**src/rtl/fauxfs_wb_dma.sv**
```systemverilog
// fauxfs_wb_dma: Wishbone burst initiator copying len_i 32-bit words from
// src_adr_i to dst_adr_i through a BURST_LEN-deep staging buffer, using
// alternating incrementing read and write bursts.
// Ports:
//   wb_clk_i, wb_rst_n_i        clock, async active-low reset
//   start_i, src_adr_i,
//   dst_adr_i, len_i            command (sampled in IDLE only)
//   busy_o, done_o, error_o     status; done_o is a one-cycle pulse
//   wbm_*                       Wishbone master (cyc/stb/adr/dat/sel/we/cti/bte,
//                               ack/err/rty/dat_i)
module fauxfs_wb_dma #(
    parameter int unsigned BURST_LEN = 8
) (
    input  logic        wb_clk_i,
    input  logic        wb_rst_n_i,
    input  logic        start_i,
    input  logic [31:0] src_adr_i,
    input  logic [31:0] dst_adr_i,
    input  logic [9:0]  len_i,
    output logic        busy_o,
    output logic        done_o,
    output logic        error_o,
    output logic [31:0] wbm_adr_o,
    output logic [31:0] wbm_dat_o,
    output logic [3:0]  wbm_sel_o,
    output logic        wbm_we_o,
    output logic [2:0]  wbm_cti_o,
    output logic [1:0]  wbm_bte_o,
    output logic        wbm_cyc_o,
    output logic        wbm_stb_o,
    input  logic [31:0] wbm_dat_i,
    input  logic        wbm_ack_i,
    input  logic        wbm_err_i,
    input  logic        wbm_rty_i
);

    localparam int unsigned ADR_W = 32;
    localparam int unsigned LEN_W = 10;
    localparam int unsigned CNT_W = 5;
    localparam int unsigned IDX_W = (BURST_LEN > 1) ? $clog2(BURST_LEN) : 1;

    localparam logic [1:0] S_IDLE = 2'd0;
    localparam logic [1:0] S_RD   = 2'd1;
    localparam logic [1:0] S_WR   = 2'd2;
    localparam logic [1:0] S_DONE = 2'd3;

    localparam logic [2:0] CTI_NONE = 3'b000;
    localparam logic [2:0] CTI_INC  = 3'b010;
    localparam logic [2:0] CTI_END  = 3'b111;

    localparam logic [ADR_W-1:0] ADR_STEP = ADR_W'(4);
    localparam logic [ADR_W-1:0] ADR_MASK = ~ADR_W'(3);

    logic [1:0]       r_state, w_state_nxt;
    logic [ADR_W-1:0] r_src,   w_src_nxt;
    logic [ADR_W-1:0] r_dst,   w_dst_nxt;
    logic [LEN_W-1:0] r_rem,   w_rem_nxt;
    logic [CNT_W-1:0] r_n,     w_n_nxt;
    logic [CNT_W-1:0] r_k,     w_k_nxt;
    logic             r_cyc,   w_cyc_nxt;
    logic             r_we,    w_we_nxt;
    logic [3:0]       r_sel,   w_sel_nxt;
    logic [ADR_W-1:0] r_adr,   w_adr_nxt;
    logic [31:0]      r_dat,   w_dat_nxt;
    logic [2:0]       r_cti,   w_cti_nxt;
    logic             r_busy,  w_busy_nxt;
    logic             r_done,  w_done_nxt;
    logic             r_err,   w_err_nxt;

    logic [31:0]      r_buf [BURST_LEN];
    logic             w_buf_we;

    logic [CNT_W-1:0] w_k_inc;
    logic             w_last;
    logic [2:0]       w_cti_follow;
    logic [CNT_W-1:0] w_n_len;
    logic [CNT_W-1:0] w_n_rem;
    logic             w_ack;
    logic             w_term;

    // State and registered outputs
    always_ff @(posedge wb_clk_i or negedge wb_rst_n_i) begin
        if (!wb_rst_n_i) begin
            r_state <= S_IDLE;
            r_src   <= '0;
            r_dst   <= '0;
            r_rem   <= '0;
            r_n     <= '0;
            r_k     <= '0;
            r_cyc   <= 1'b0;
            r_we    <= 1'b0;
            r_sel   <= 4'h0;
            r_adr   <= '0;
            r_dat   <= '0;
            r_cti   <= CTI_NONE;
            r_busy  <= 1'b0;
            r_done  <= 1'b0;
            r_err   <= 1'b0;
        end else begin
            r_state <= w_state_nxt;
            r_src   <= w_src_nxt;
            r_dst   <= w_dst_nxt;
            r_rem   <= w_rem_nxt;
            r_n     <= w_n_nxt;
            r_k     <= w_k_nxt;
            r_cyc   <= w_cyc_nxt;
            r_we    <= w_we_nxt;
            r_sel   <= w_sel_nxt;
            r_adr   <= w_adr_nxt;
            r_dat   <= w_dat_nxt;
            r_cti   <= w_cti_nxt;
            r_busy  <= w_busy_nxt;
            r_done  <= w_done_nxt;
            r_err   <= w_err_nxt;
        end
    end

    // Staging buffer: pure storage, contents are don't-care after reset
    always_ff @(posedge wb_clk_i) begin
        if (w_buf_we) begin
            r_buf[r_k[IDX_W-1:0]] <= wbm_dat_i;
        end
    end

    // Next-state and output decode
    always_comb begin
        w_state_nxt = r_state;
        w_src_nxt   = r_src;
        w_dst_nxt   = r_dst;
        w_rem_nxt   = r_rem;
        w_n_nxt     = r_n;
        w_k_nxt     = r_k;
        w_cyc_nxt   = r_cyc;
        w_we_nxt    = r_we;
        w_adr_nxt   = r_adr;
        w_dat_nxt   = r_dat;
        w_cti_nxt   = r_cti;
        w_busy_nxt  = r_busy;
        w_done_nxt  = 1'b0;
        w_err_nxt   = r_err;
        w_buf_we    = 1'b0;

        w_k_inc      = r_k + CNT_W'(1);
        w_last       = (w_k_inc == r_n);
        w_cti_follow = ((r_k + CNT_W'(2)) == r_n) ? CTI_END : CTI_INC;
        w_n_len      = (len_i >= LEN_W'(BURST_LEN)) ? CNT_W'(BURST_LEN) : CNT_W'(len_i);
        w_n_rem      = (r_rem >= LEN_W'(BURST_LEN)) ? CNT_W'(BURST_LEN) : CNT_W'(r_rem);
        w_ack        = r_cyc & wbm_ack_i;
        w_term       = r_cyc & (wbm_err_i | wbm_rty_i);

        case (r_state)
            S_IDLE: begin
                if (start_i) begin
                    w_busy_nxt = 1'b1;
                    w_err_nxt  = 1'b0;
                    if (len_i != '0) begin
                        w_src_nxt   = src_adr_i & ADR_MASK;
                        w_dst_nxt   = dst_adr_i & ADR_MASK;
                        w_rem_nxt   = len_i;
                        w_n_nxt     = w_n_len;
                        w_k_nxt     = '0;
                        w_cyc_nxt   = 1'b1;
                        w_we_nxt    = 1'b0;
                        w_adr_nxt   = src_adr_i & ADR_MASK;
                        w_cti_nxt   = (w_n_len == CNT_W'(1)) ? CTI_END : CTI_INC;
                        w_state_nxt = S_RD;
                    end else begin
                        w_done_nxt  = 1'b1;
                        w_state_nxt = S_DONE;
                    end
                end
            end
            // cyc low in RD/WR is the one-cycle gap after a burst
            S_RD, S_WR: begin
                if (w_term) begin
                    w_cyc_nxt   = 1'b0;
                    w_we_nxt    = 1'b0;
                    w_cti_nxt   = CTI_NONE;
                    w_done_nxt  = 1'b1;
                    w_err_nxt   = 1'b1;
                    w_state_nxt = S_DONE;
                end else if (w_ack) begin
                    w_k_nxt = w_k_inc;
                    if (r_state == S_RD) begin
                        w_buf_we  = 1'b1;
                        w_src_nxt = r_src + ADR_STEP;
                        w_adr_nxt = r_src + ADR_STEP;
                    end else begin
                        w_dst_nxt = r_dst + ADR_STEP;
                        w_adr_nxt = r_dst + ADR_STEP;
                        w_dat_nxt = r_buf[w_k_inc[IDX_W-1:0]];
                    end
                    if (w_last) begin
                        w_cyc_nxt = 1'b0;
                        w_we_nxt  = 1'b0;
                        w_cti_nxt = CTI_NONE;
                        if (r_state == S_WR) begin
                            w_rem_nxt = r_rem - LEN_W'(r_n);
                        end
                    end else begin
                        w_cti_nxt = w_cti_follow;
                    end
                end else if (!r_cyc) begin
                    if (r_state == S_RD) begin
                        w_k_nxt     = '0;
                        w_cyc_nxt   = 1'b1;
                        w_we_nxt    = 1'b1;
                        w_adr_nxt   = r_dst;
                        w_dat_nxt   = r_buf[0];
                        w_cti_nxt   = (r_n == CNT_W'(1)) ? CTI_END : CTI_INC;
                        w_state_nxt = S_WR;
                    end else if (r_rem != '0) begin
                        w_n_nxt     = w_n_rem;
                        w_k_nxt     = '0;
                        w_cyc_nxt   = 1'b1;
                        w_we_nxt    = 1'b0;
                        w_adr_nxt   = r_src;
                        w_cti_nxt   = (w_n_rem == CNT_W'(1)) ? CTI_END : CTI_INC;
                        w_state_nxt = S_RD;
                    end else begin
                        w_done_nxt  = 1'b1;
                        w_state_nxt = S_DONE;
                    end
                end
            end
            S_DONE: begin
                w_busy_nxt  = 1'b0;
                w_err_nxt   = 1'b0;
                w_state_nxt = S_IDLE;
            end
            default: begin
                w_state_nxt = S_IDLE;
            end
        endcase

        w_sel_nxt = w_cyc_nxt ? 4'hf : 4'h0;
    end

    assign busy_o    = r_busy;
    assign done_o    = r_done;
    assign error_o   = r_err;
    assign wbm_adr_o = r_adr;
    assign wbm_dat_o = r_dat;
    assign wbm_sel_o = r_sel;
    assign wbm_we_o  = r_we;
    assign wbm_cti_o = r_cti;
    assign wbm_bte_o = 2'b00;
    assign wbm_cyc_o = r_cyc;
    assign wbm_stb_o = r_cyc;

endmodule

```
**config.mk**
```make
export PLATFORM = sky130hd
export DESIGN_NAME = fauxfs_wb_dma
export DESIGN_NICKNAME = d
export VERILOG_FILES = /design/src/rtl/fauxfs_wb_dma.sv
export SDC_FILE = /design/constraint.sdc
export NUM_CORES = 1
export LEC_CHECK = 0
export ABC_AREA = 0
export CAP_MARGIN = 0
export CORE_ASPECT_RATIO = 1.4
export CORE_UTILIZATION = 56
export CTS_CLUSTER_SIZE = 12
export DETAILED_ROUTE_END_ITERATION = 7
export GPL_TIMING_DRIVEN = 0
export PLACE_DENSITY = 0.78
export SLEW_MARGIN = 5
export SYNTH_ARGS = -nofsm -noshare
export SYNTH_HDL_FRONTEND = slang
export SYNTH_SLANG_ARGS = --single-unit
```
**constraint.sdc**
```tcl
create_clock -name wb_clk_i -period 7.35 [get_ports wb_clk_i]
set_input_delay 1.1025 -clock wb_clk_i [delete_from_list [all_inputs] [get_ports wb_clk_i]]
set_output_delay 1.1025 -clock wb_clk_i [all_outputs]
set_load 0.01 [all_outputs]
```
# Word-level counts from Yosys, hierarchy flattened
# Memory sizes are Yosys's and may differ from the RTL's.
# Index checks and enable logic that the tools add are counted.
dict set report word_totals {
  elab_cells 181
  output_inout_bits 79
  memories 1
  register_bits 162
  mem_bits_rw 256
  input_bits 112
}
# memory depth word_bits rd rd_clocked_by_memory_dff wr line_no
set mem_list {}
lappend mem_list {r_buf 8 32 2 0 1 70} ;# logic [31:0] r_buf [BURST_LEN];
dict set report op_classes {
  n_reduce_logical 18
  n_addsub 5
  eq_ne 29
  magnitude_cmp 2
  bitwise 4
  muxes 107
}
# op count
set ops {}
lappend ops {{2-to-1 mux 32 bit} 20}
lappend ops {{case mux 32 bit (2 select lines)} 3}
lappend ops {{2-to-1 mux 5 bit} 16}
lappend ops {{adder 32 x 3 -> 32 bit (second input constant)} 2}
lappend ops {{2-to-1 mux 10 bit} 6}
lappend ops {{2-to-1 mux 3 bit} 12}
lappend ops {{2-to-1 mux 1 bit} 32}
lappend ops {{inequality test 2 bit (second input constant)} 13}
lappend ops {{AND reduction 6 bit} 4}
lappend ops {{greater-or-equal comparator 10 x 4 -> 1 bit (second input constant)} 2}
lappend ops {{case mux 10 bit (2 select lines)} 1}
lappend ops {{case mux 5 bit (2 select lines)} 2}
lappend ops {{nonzero test 10 bit} 2}
lappend ops {{== test 5 x 1 -> 1 bit (second input constant)} 3}
lappend ops {{2-to-1 mux 2 bit} 7}
lappend ops {{inequality test 4 bit (second input constant)} 3}
lappend ops {{== test 5 bit} 2}
lappend ops {{AND reduction 5 bit} 2}
lappend ops {{subtractor 10 x 5 -> 10 bit} 1}
lappend ops {{inequality test 3 bit (second input constant)} 3}
lappend ops {{case mux 1 bit (2 select lines)} 4}
lappend ops {{AND reduction 8 bit} 1}
lappend ops {{AND reduction 7 bit} 1}
lappend ops {{case mux 2 bit (3 select lines)} 1}
lappend ops {{17 further kinds} 22}

# Depth between registers and ports, before layout
# Gate-level depths: netlist (run 1).
dict set report depth {
  word_depth 10
  ltp_mapped 11
  mapped_depth_nobuf 9
}

# Worst setup path before layout (run 1)
# No wires, ideal clock.
dict set report synth_timing {
  kind {input to register}
  start {input wbm_rty_i}
  end {memory r_buf[7][0] (enable)}
  cell_stages 3
  t_required_ns 6.889
  t_arrival_ns 3.837
  setup_ns 0.461
  n_path_buf 0
  slack_ns 3.052
  cell_sequence {o21ai_1 nand2_1 nor3_1}
}
dict set report synth_via {
  elab_chain_cells 6
}
# element line_no
set synth_lines {}
lappend synth_lines {{start: declaration} 34} ;# input logic wbm_rty_i
lappend synth_lines {{OR 1 bit} 149} ;# w_term = r_cyc & (wbm_err_i | wbm_rty_i);
lappend synth_lines {{bitwise AND 1 bit} 149}
lappend synth_lines {{2-to-1 mux 1 bit} 175} ;# if (w_term) begin
lappend synth_lines {{2-to-1 mux 1 bit} 151} ;# case (r_state)
lappend synth_lines {{2-to-1 mux 1 bit} 120} ;# if (w_buf_we) begin
lappend synth_lines {{2-to-1 mux 1 bit (not written as such)} 121} ;# r_buf[r_k[IDX_W-1:0]] <= wbm_dat_i;
lappend synth_lines {{end: declaration} 70}
# No other way between the ends.

# Worst setup path in the final report (run 1)
dict set report layout_timing {
  start {input wbm_ack_i}
  end {register r_cti[1] (netlist: wbm_cti_o[1])}
}
dict set report layout_via {
  elab_chain_cells 4
  word_cells_on_any_way 7
  cone_classes {2 x eq/ne; 3 x mux; 1 x bitwise; 1 x reduce/logical}
}
# element line_no
set layout_lines {}
lappend layout_lines {{start: declaration} 32} ;# input logic wbm_ack_i,
lappend layout_lines {{bitwise AND 1 bit (*)} 148} ;# w_ack = r_cyc & wbm_ack_i;
lappend layout_lines {{2-to-1 mux 3 bit} 182} ;# end else if (w_ack) begin
lappend layout_lines {{2-to-1 mux 3 bit} 175}
lappend layout_lines {{case mux 3 bit (2 select lines)} 151}
lappend layout_lines {{end signal: assignment} 111} ;# r_cti <= w_cti_nxt;
lappend layout_lines {{end: declaration} 65} ;# logic [2:0] r_cti, w_cti_nxt;
# Every way passes the cells marked *; elsewhere a longest branch is shown, timed or not.
# A chain may end at the register's enable or synchronous reset.

==> results of run 1 <==
==> worst max-delay path by stage <==
stage	end	slack (ns)	cells after the start
5_1_grt	wbm_cti_o[1]$_DFFE_PN0P_	2.86	9
2_1_floorplan	r_buf[7][0]$_DFFE_PP_	3.05	3
3_3_place_gp	wbm_dat_o[22]$_DFFE_PN0P_	-1.63	1
4_1_cts	wbm_adr_o[10]$_DFFE_PN0P_	3.21	9
6_report	wbm_cti_o[1]$_DFFE_PN0P_	2.86	9
3_5_place_dp	wbm_adr_o[10]$_DFFE_PN0P_	2.64	9
==> power breakdown <==
part | internal (uW) | total (uW) | switching, uW
combinational | 1900 | 5280 | 3370
sequential | 2860 | 3250 | 392
clock | 1090 | 1970 | 881
==> state kept, by name, summed over array words and instances, names as in the netlist <==
register / flops
done_o: 1
r_src: 30
wbm_adr_o: 31
r_buf: 256
wbm_dat_o: 32
wbm_sel_o: 1
r_state: 2
wbm_we_o: 1
r_rem: 10
busy_o: 1
r_k: 5
wbm_cti_o: 2
r_dst: 30
error_o: 1
r_n: 5
==> metrics by stage <==
step | TNS [ns] | util (%) | area [um^2]
floorplan | 0 | - | 20030
global placement | -244.46 | 63.99 | 22440
detailed placement | 0 | 64.59 | 22650
CTS | 0 | 68.06 | 23870
global route | 0 | 68.07 | 23870
finish | 0 | 68.07 | 23870
==> layout by cell type (no fill, tap or decap), types with 18 or more instances in the layout <==
master / netlist / final
nand2_1: 190 / 190
inv_1: 28 / 28
a21oi_1: 178 / 178
edfxtp_1: 256 / 256
a31oi_1: 18 / 18
clkbuf_1: 80 / 103
mux2i_1: 21 / 21
and3_1: 21 / 18
buf_2: 23 / 23
o21ai_0: 141 / 141
nor3_1: 32 / 31
clkdlybuf4s50_1: 0 / 183
o22ai_1: 48 / 48
dfrtp_1: 152 / 152
clkbuf_16: 0 / 41
nor2_1: 70 / 70
xnor2_1: 21 / 21
nand4_1: 19 / 19
mux4_2: 65 / 65
nand3_1: 72 / 72
xor2_1: 26 / 26
==> cell families after synthesis <==
kind of cell               count (synthesis)  synth area share (%)
DFF                                      408                 57.39
muxes                                     90                 8.585
xor gates and xnor gates                  47                 2.056
buffers and inverters                    168                 4.155
other                                      1               0.01873
adders and majority gates                 18                 1.162
AOI/OAI and AO/OA                        488                 14.45
and+or+nand+nor                          483                 12.19
==> worst max-delay path: cells and delay by family <==
kind / cells / cell delay, ns
AOI/OAI and AO/OA: 3 / 1.59
buffers and inverters: 3 / 1.81
and+or+nand+nor: 3 / 0.46
==> cell type report <==
| cell class | instances | share of cell area [%] |
|---|---|---|
| Sequential cell | 408 | 48.14 |
| Multi-Input combinational cell | 1128 | 32.34 |
| Timing Repair Buffer | 195 | 8.533 |
| Clock buffer | 69 | 4.948 |
| Buffer | 139 | 3.030 |
| Tap cell | 456 | 2.390 |
| Inverter | 29 | 0.4560 |
| Clock inverter | 5 | 0.1468 |
| Antenna cell | 2 | 0.02097 |
==> routing by layer <==
metal	up-vias	GRT usage (%)	wire length, um	share of wire (%)
li1	6936	-	-	-
met1	7996	42.17	23270	33
met2	1085	65.93	34700	50
met3	351	8.815	5829	8.3
met4	6	29.64	6164	8.8
met5	-	0	46	0.066
==> results.json, run 1 <==
{
  "holdBufCountCts": 0,
  "antenna_found_initial": 6,
  "yosysTopAreaCell": "edfxtp_1",
  "synthFlopType": "edfxtp_1",
  "rsz0062_at_grt": "false",
  "ys_seq_area_share_pct": 57.39,
  "syn_area_um2": 20020,
  "min-delay-start": "wbm_cti_o[1]$_DFFE_PN0P_",
  "grtUsageTotal_pct": 38.85,
  "min_path_type": "reg -> reg",
  "period_share_pct": 61.12,
  "synth-edff-count": 256,
  "crit_start": "wbm_ack_i",
  "grt-ovfl-total": 0,
  "hold_end": "wbm_cti_o[1]$_DFFE_PN0P_",
  "final_nets": 2072,
  "cap_viol_max_count": 0,
  "syn_to_final_growth_pct": 19.21,
  "post_cts_buffers": 0,
  "yosysTopAreaCellShare_pct": 38.39,
  "leakage_uw": 0.008586,
  "synthDistinctLibCells": 87,
  "max-slew-margin-rel_pct": 22.75,
  "yosys_warnings": 0,
  "r2r_cells": 11,
  "grt_pass1_wl_um": 102400,
  "crit_top_cell": "nand2_1",
  "htreeDepth": 2,
  "viasPerCell": 6.735,
  "grt_pass1_vias": 16450,
  "arrival_ns": 4.97,
  "io_buffer_count": 184,
  "layout-drive-gt1-share_pct": 10.95,
  "grt_start_max_net_pins": 83,
  "nFillCells": 2558,
  "drtPass1Iterations": 6,
  "worstPathRequired_ns": 7.83,
  "layout_min_cycle_time_ns": 4.492,
  "fp-row-count": 81,
  "dp_cells": 2355,
  "synthTopCellsByArea": "edfxtp_1 38%, dfrtp_1 19%, mux4_2 7.3%",
  "powerDensity_nw_per_um2": 439.9,
  "ys_seq_elements": 408,
  "cp_slowest_cell": "a21oi_1",
  "path_clk_slew_ns": 0.06,
  "synthCells": 1703,
  "max_freq_ghz": 0.2226,
  "vias": 16370,
  "yosysMostFrequentCell": "edfxtp_1",
  "route.detailed.drc": 0,
  "tightest_slew_ns": 1.150,
  "finClkSkew_ns": 0.02533,
  "avgSynthCellArea_um2": 11.76,
  "setup_viol": 0,
  "antenna_left": 0,
  "layout_setup_ws_ns": 2.858,
  "clock_latency_ns": 0.56,
  "postCtsResizedCells": 0,
  "worstSetupPathType": "in -> reg",
  "root_buffer": "clkbuf_16",
  "wl_per_cell_um": 28.80,
  "worst_setup_path_start_kind": "input port",
  "power_uw": 10500,
  "hold_depth": 2,
  "dieHeight_um": 225.7,
  "cts.sinks": 408,
  "drt-initial-drc-count": 2078,
  "cts_buffer_depth": 3,
  "io_pins": 191,
  "slowest_delay_ns": 0.85,
  "cts_tree": "built",
  "pre_cts_ws_ns": 2.636,
  "drt_wl_total_um": 70010,
  "holdWs_ns": 0.4685,
  "place.gp.congestion": 1.051,
  "status": "complete, no violations",
  "slew_viol_final": 0,
  "hold_viol": 0,
  "fp.coreArea_um2": 35070,
  "end_kind": "register",
  "ys_top_cells_by_count": "256 x edfxtp_1, 190 x nand2_1, 178 x a21oi_1",
  "ir_worst_vdd_mv": 0.2755,
  "multi_input_area_um2": 7719,
  "layoutNonFillerInstCount": 2431,
  "rr_startpoint": "r_state[1]$_DFFE_PN0P_",
  "r2r_slack_ns": 2.90,
  "numCtsBuffers": 41,
  "cp_max_fo": 10,
  "dp_hpwl_um": 47520,
  "r2r-end": "wbm_cti_o[1]$_DFFE_PN0P_",
  "regArea_um2": 11490,
  "initial_core_util_pct": 57.10,
  "dieArea_um2": 36530,
  "crit_chain": "clkdlybuf4s50_1 > nand2_1 > nand2_1 > buf_2 > o21ai_0 > a21oi_1 > clkbuf_1 > o21ai_0 > nand2_1",
  "async_reset_ff_share_pct": 37.25,
  "die_w_um": 161.8
}
Power figures use the tool's default switching activity.
==> run 2, diff against run 1 <==
Settings changed: CORE_UTILIZATION 56 to 52, PLACE_DENSITY 0.78 to 0.76.
Clock period 7.35 ns to 3.7 ns, I/O delays scaled along.
==> run 2 against run 1 <==
Net effect:
- routed wire length decreased by 4.1%
- sequential cell count unchanged
- combinational power increased by 97%
- global-route usage decreased by 4.2 points
- critical endpoint is now wbm_adr_o[10]$_DFFE_PN0P_
- largest power group unchanged
- highest routed layer unchanged
==> results.json, run 2 (synthesis results as in run 1) <==
{
  "route.detailed.drc": 0,
  "max-slew-margin-rel_pct": 25.68,
  "n_antenna_cell": 0,
  "cp_max_fo": 11,
  "antenna_found_initial": 2,
  "post_cts_buffers": 0,
  "antenna_left": 0,
  "dp_hpwl_um": 46560,
  "cts_buffer_depth": 3,
  "arrival_ns": 4.12,
  "layout-drive-gt1-share_pct": 11.25,
  "tightest_slew_ns": 1.105,
  "worst_setup_path_start_kind": "register",
  "numCtsBuffers": 42,
  "syn_to_final_growth_pct": 20.00,
  "place.gp.congestion": 1.040,
  "worstSetupPathType": "reg -> reg",
  "wl_per_cell_um": 27.43,
  "end_kind": "register",
  "grt-ovfl-total": 0,
  "htreeDepth": 2,
  "cp_slowest_cell": "a21oi_2",
  "final_nets": 2072,
  "layoutNonFillerInstCount": 2447,
  "dieHeight_um": 234.2,
  "postLayoutCellArea_um2": 24030,
  "grt_pass1_wl_um": 99350,
  "period_share_pct": 97.95,
  "ir_worst_vdd_mv": 0.5112,
  "path_clk_slew_ns": 0.06,
  "io_buffer_count": 184,
  "crit_chain": "inv_1 > ha_1 > inv_1 > nand2_1 > buf_2 > o21ai_0 > a21oi_2 > clkbuf_2 > o21ai_0 > nand2_1",
  "rsz0062_at_grt": "false",
  "clock_latency_ns": 0.57,
  "fp-row-count": 84,
  "cts_tree": "built",
  "max_freq_ghz": 0.2759,
  "vias": 16200,
  "largest_reg_flops": 256,
  "fp.coreArea_um2": 37730,
  "initial_core_util_pct": 53.07,
  "grtUsageTotal_pct": 34.63,
  "layout_commonest_cell": "edfxtp_1",
  "dp_cells": 2371,
  "critPathBufInv": 4,
  "cap_viol_max_count": 0,
  "hold_viol": 0,
  "layout_setup_ws_ns": 0.07567,
  "root_buffer": "clkbuf_16",
  "slew_viol_final": 0,
  "slowest_delay_ns": 0.58,
  "finClkSkew_ns": 0.01482,
  "io_pins": 191,
  "layout_min_cycle_time_ns": 3.624,
  "worstPathRequired_ns": 4.19,
  "cts.sinks": 408,
  "grt_pass1_vias": 16260,
  "die_w_um": 167.9,
  "drt_wl_total_um": 67130,
  "status": "complete, no violations",
  "min_path_type": "reg -> reg",
  "powerDensity_nw_per_um2": 871.2,
  "drtPass1Iterations": 6,
  "dieArea_um2": 39310,
  "leakage_uw": 0.008660,
  "place_area_um2": 22710,
  "viasPerCell": 6.620,
  "final_cell_mix": "256 x edfxtp_1, 190 x nand2_1, 183 x clkdlybuf4s50_1",
  "drt-initial-drc-count": 1704,
  "setup_viol": 0,
  "crit_family": "buffers and inverters",
  "grt_start_max_net_pins": 85,
  "holdWs_ns": 0.4680,
  "pre_cts_ws_ns": -0.6547
}
## run 2: changes by cell type in the layout (fill, tap and decap cells not counted), sizes merged
| cell | delta |
|---|---|
| buf | -3 |
| bufinv | +1 |
| clkinv | +3 |
| clkinvlp | -1 |
| diode | -2 |
| dlygate4sd3 | +1 |
## run 2: layout make-up
class | instances | area (um^2)
fillers | 2851 | 13700
flip-flops and latches | 408 | 11490
multi-input cells | 1128 | 7729
repair buffers | 195 | 2079
clock buffers | 68 | 1199
plain buffers | 138 | 723.2
well taps | 473 | 591.8
inverters | 29 | 108.9
clock inverters | 8 | 107.6
## run 2: path summary, 6_finish.rpt
| path | from | end | slack (ns) | cells after the start |
|---|---|---|---|---|
| setup / recovery | r_state[1]$_DFFE_PN0P_ | wbm_adr_o[10]$_DFFE_PN0P_ | 0.08 | 10 |
| setup reg to reg | r_state[1]$_DFFE_PN0P_ | wbm_adr_o[10]$_DFFE_PN0P_ | 0.08 | 10 |
| hold / removal | wbm_cti_o[1]$_DFFE_PN0P_ | wbm_cti_o[1]$_DFFE_PN0P_ | 0.47 | 2 |
| min in group asynchronous | wb_rst_n_i | r_src[21]$_DFFE_PN0P_ | 0.54 | 2 |
| max in group asynchronous | wb_rst_n_i | wbm_dat_o[27]$_DFFE_PN0P_ | 2.29 | 3 |
| hold reg to reg | wbm_cti_o[1]$_DFFE_PN0P_ | wbm_cti_o[1]$_DFFE_PN0P_ | 0.47 | 2 |
## run 2: worst reg2reg max path, stage by stage (launching register included)
cell,delay [ns]
dfrtp_1,0.45
inv_1,0.11
ha_1,0.22
inv_1,0.32
nand2_1,0.21
buf_2,0.31
o21ai_0,0.25
a21oi_2,0.58
clkbuf_2,0.56
o21ai_0,0.40
nand2_1,0.16
## run 2: timing repair
action / in CTS / in global routing
gates resized for setup: 2 / 3
hold buffers: 1 / 0
setup endpoints to repair: 14 / 4
endpoints found under the hold margin: 28 / 0
## run 2: metrics by stage
step           util, %  power, uW  TNS [ns]
2_1_floorplan        -      12390         0
5_1_grt          63.69      21790         0
4_1_cts          63.69      20600         0
6_report         63.69      20930         0
3_3_place_gp     59.54      16270   -812.63
3_5_place_dp     60.19      16510    -5.249
## run 2: layer usage
metal | global-route usage [%] | routed length [um] | vias up
li1 | - | - | 6944
met1 | 38.56 | 22630 | 7957
met2 | 59.32 | 33230 | 994
met3 | 6.633 | 5797 | 300
met4 | 25.97 | 5444 | 4
met5 | 0 | 23 | -
## run 2: power by group
| part | internal [uW] | total, uW | switching, uW |
|---|---|---|---|
| registers | 5680 | 6470 | 796 |
| logic | 3780 | 10400 | 6590 |
| clock network | 2300 | 4090 | 1790 |
| total | 11800 | 20900 | 9180 |
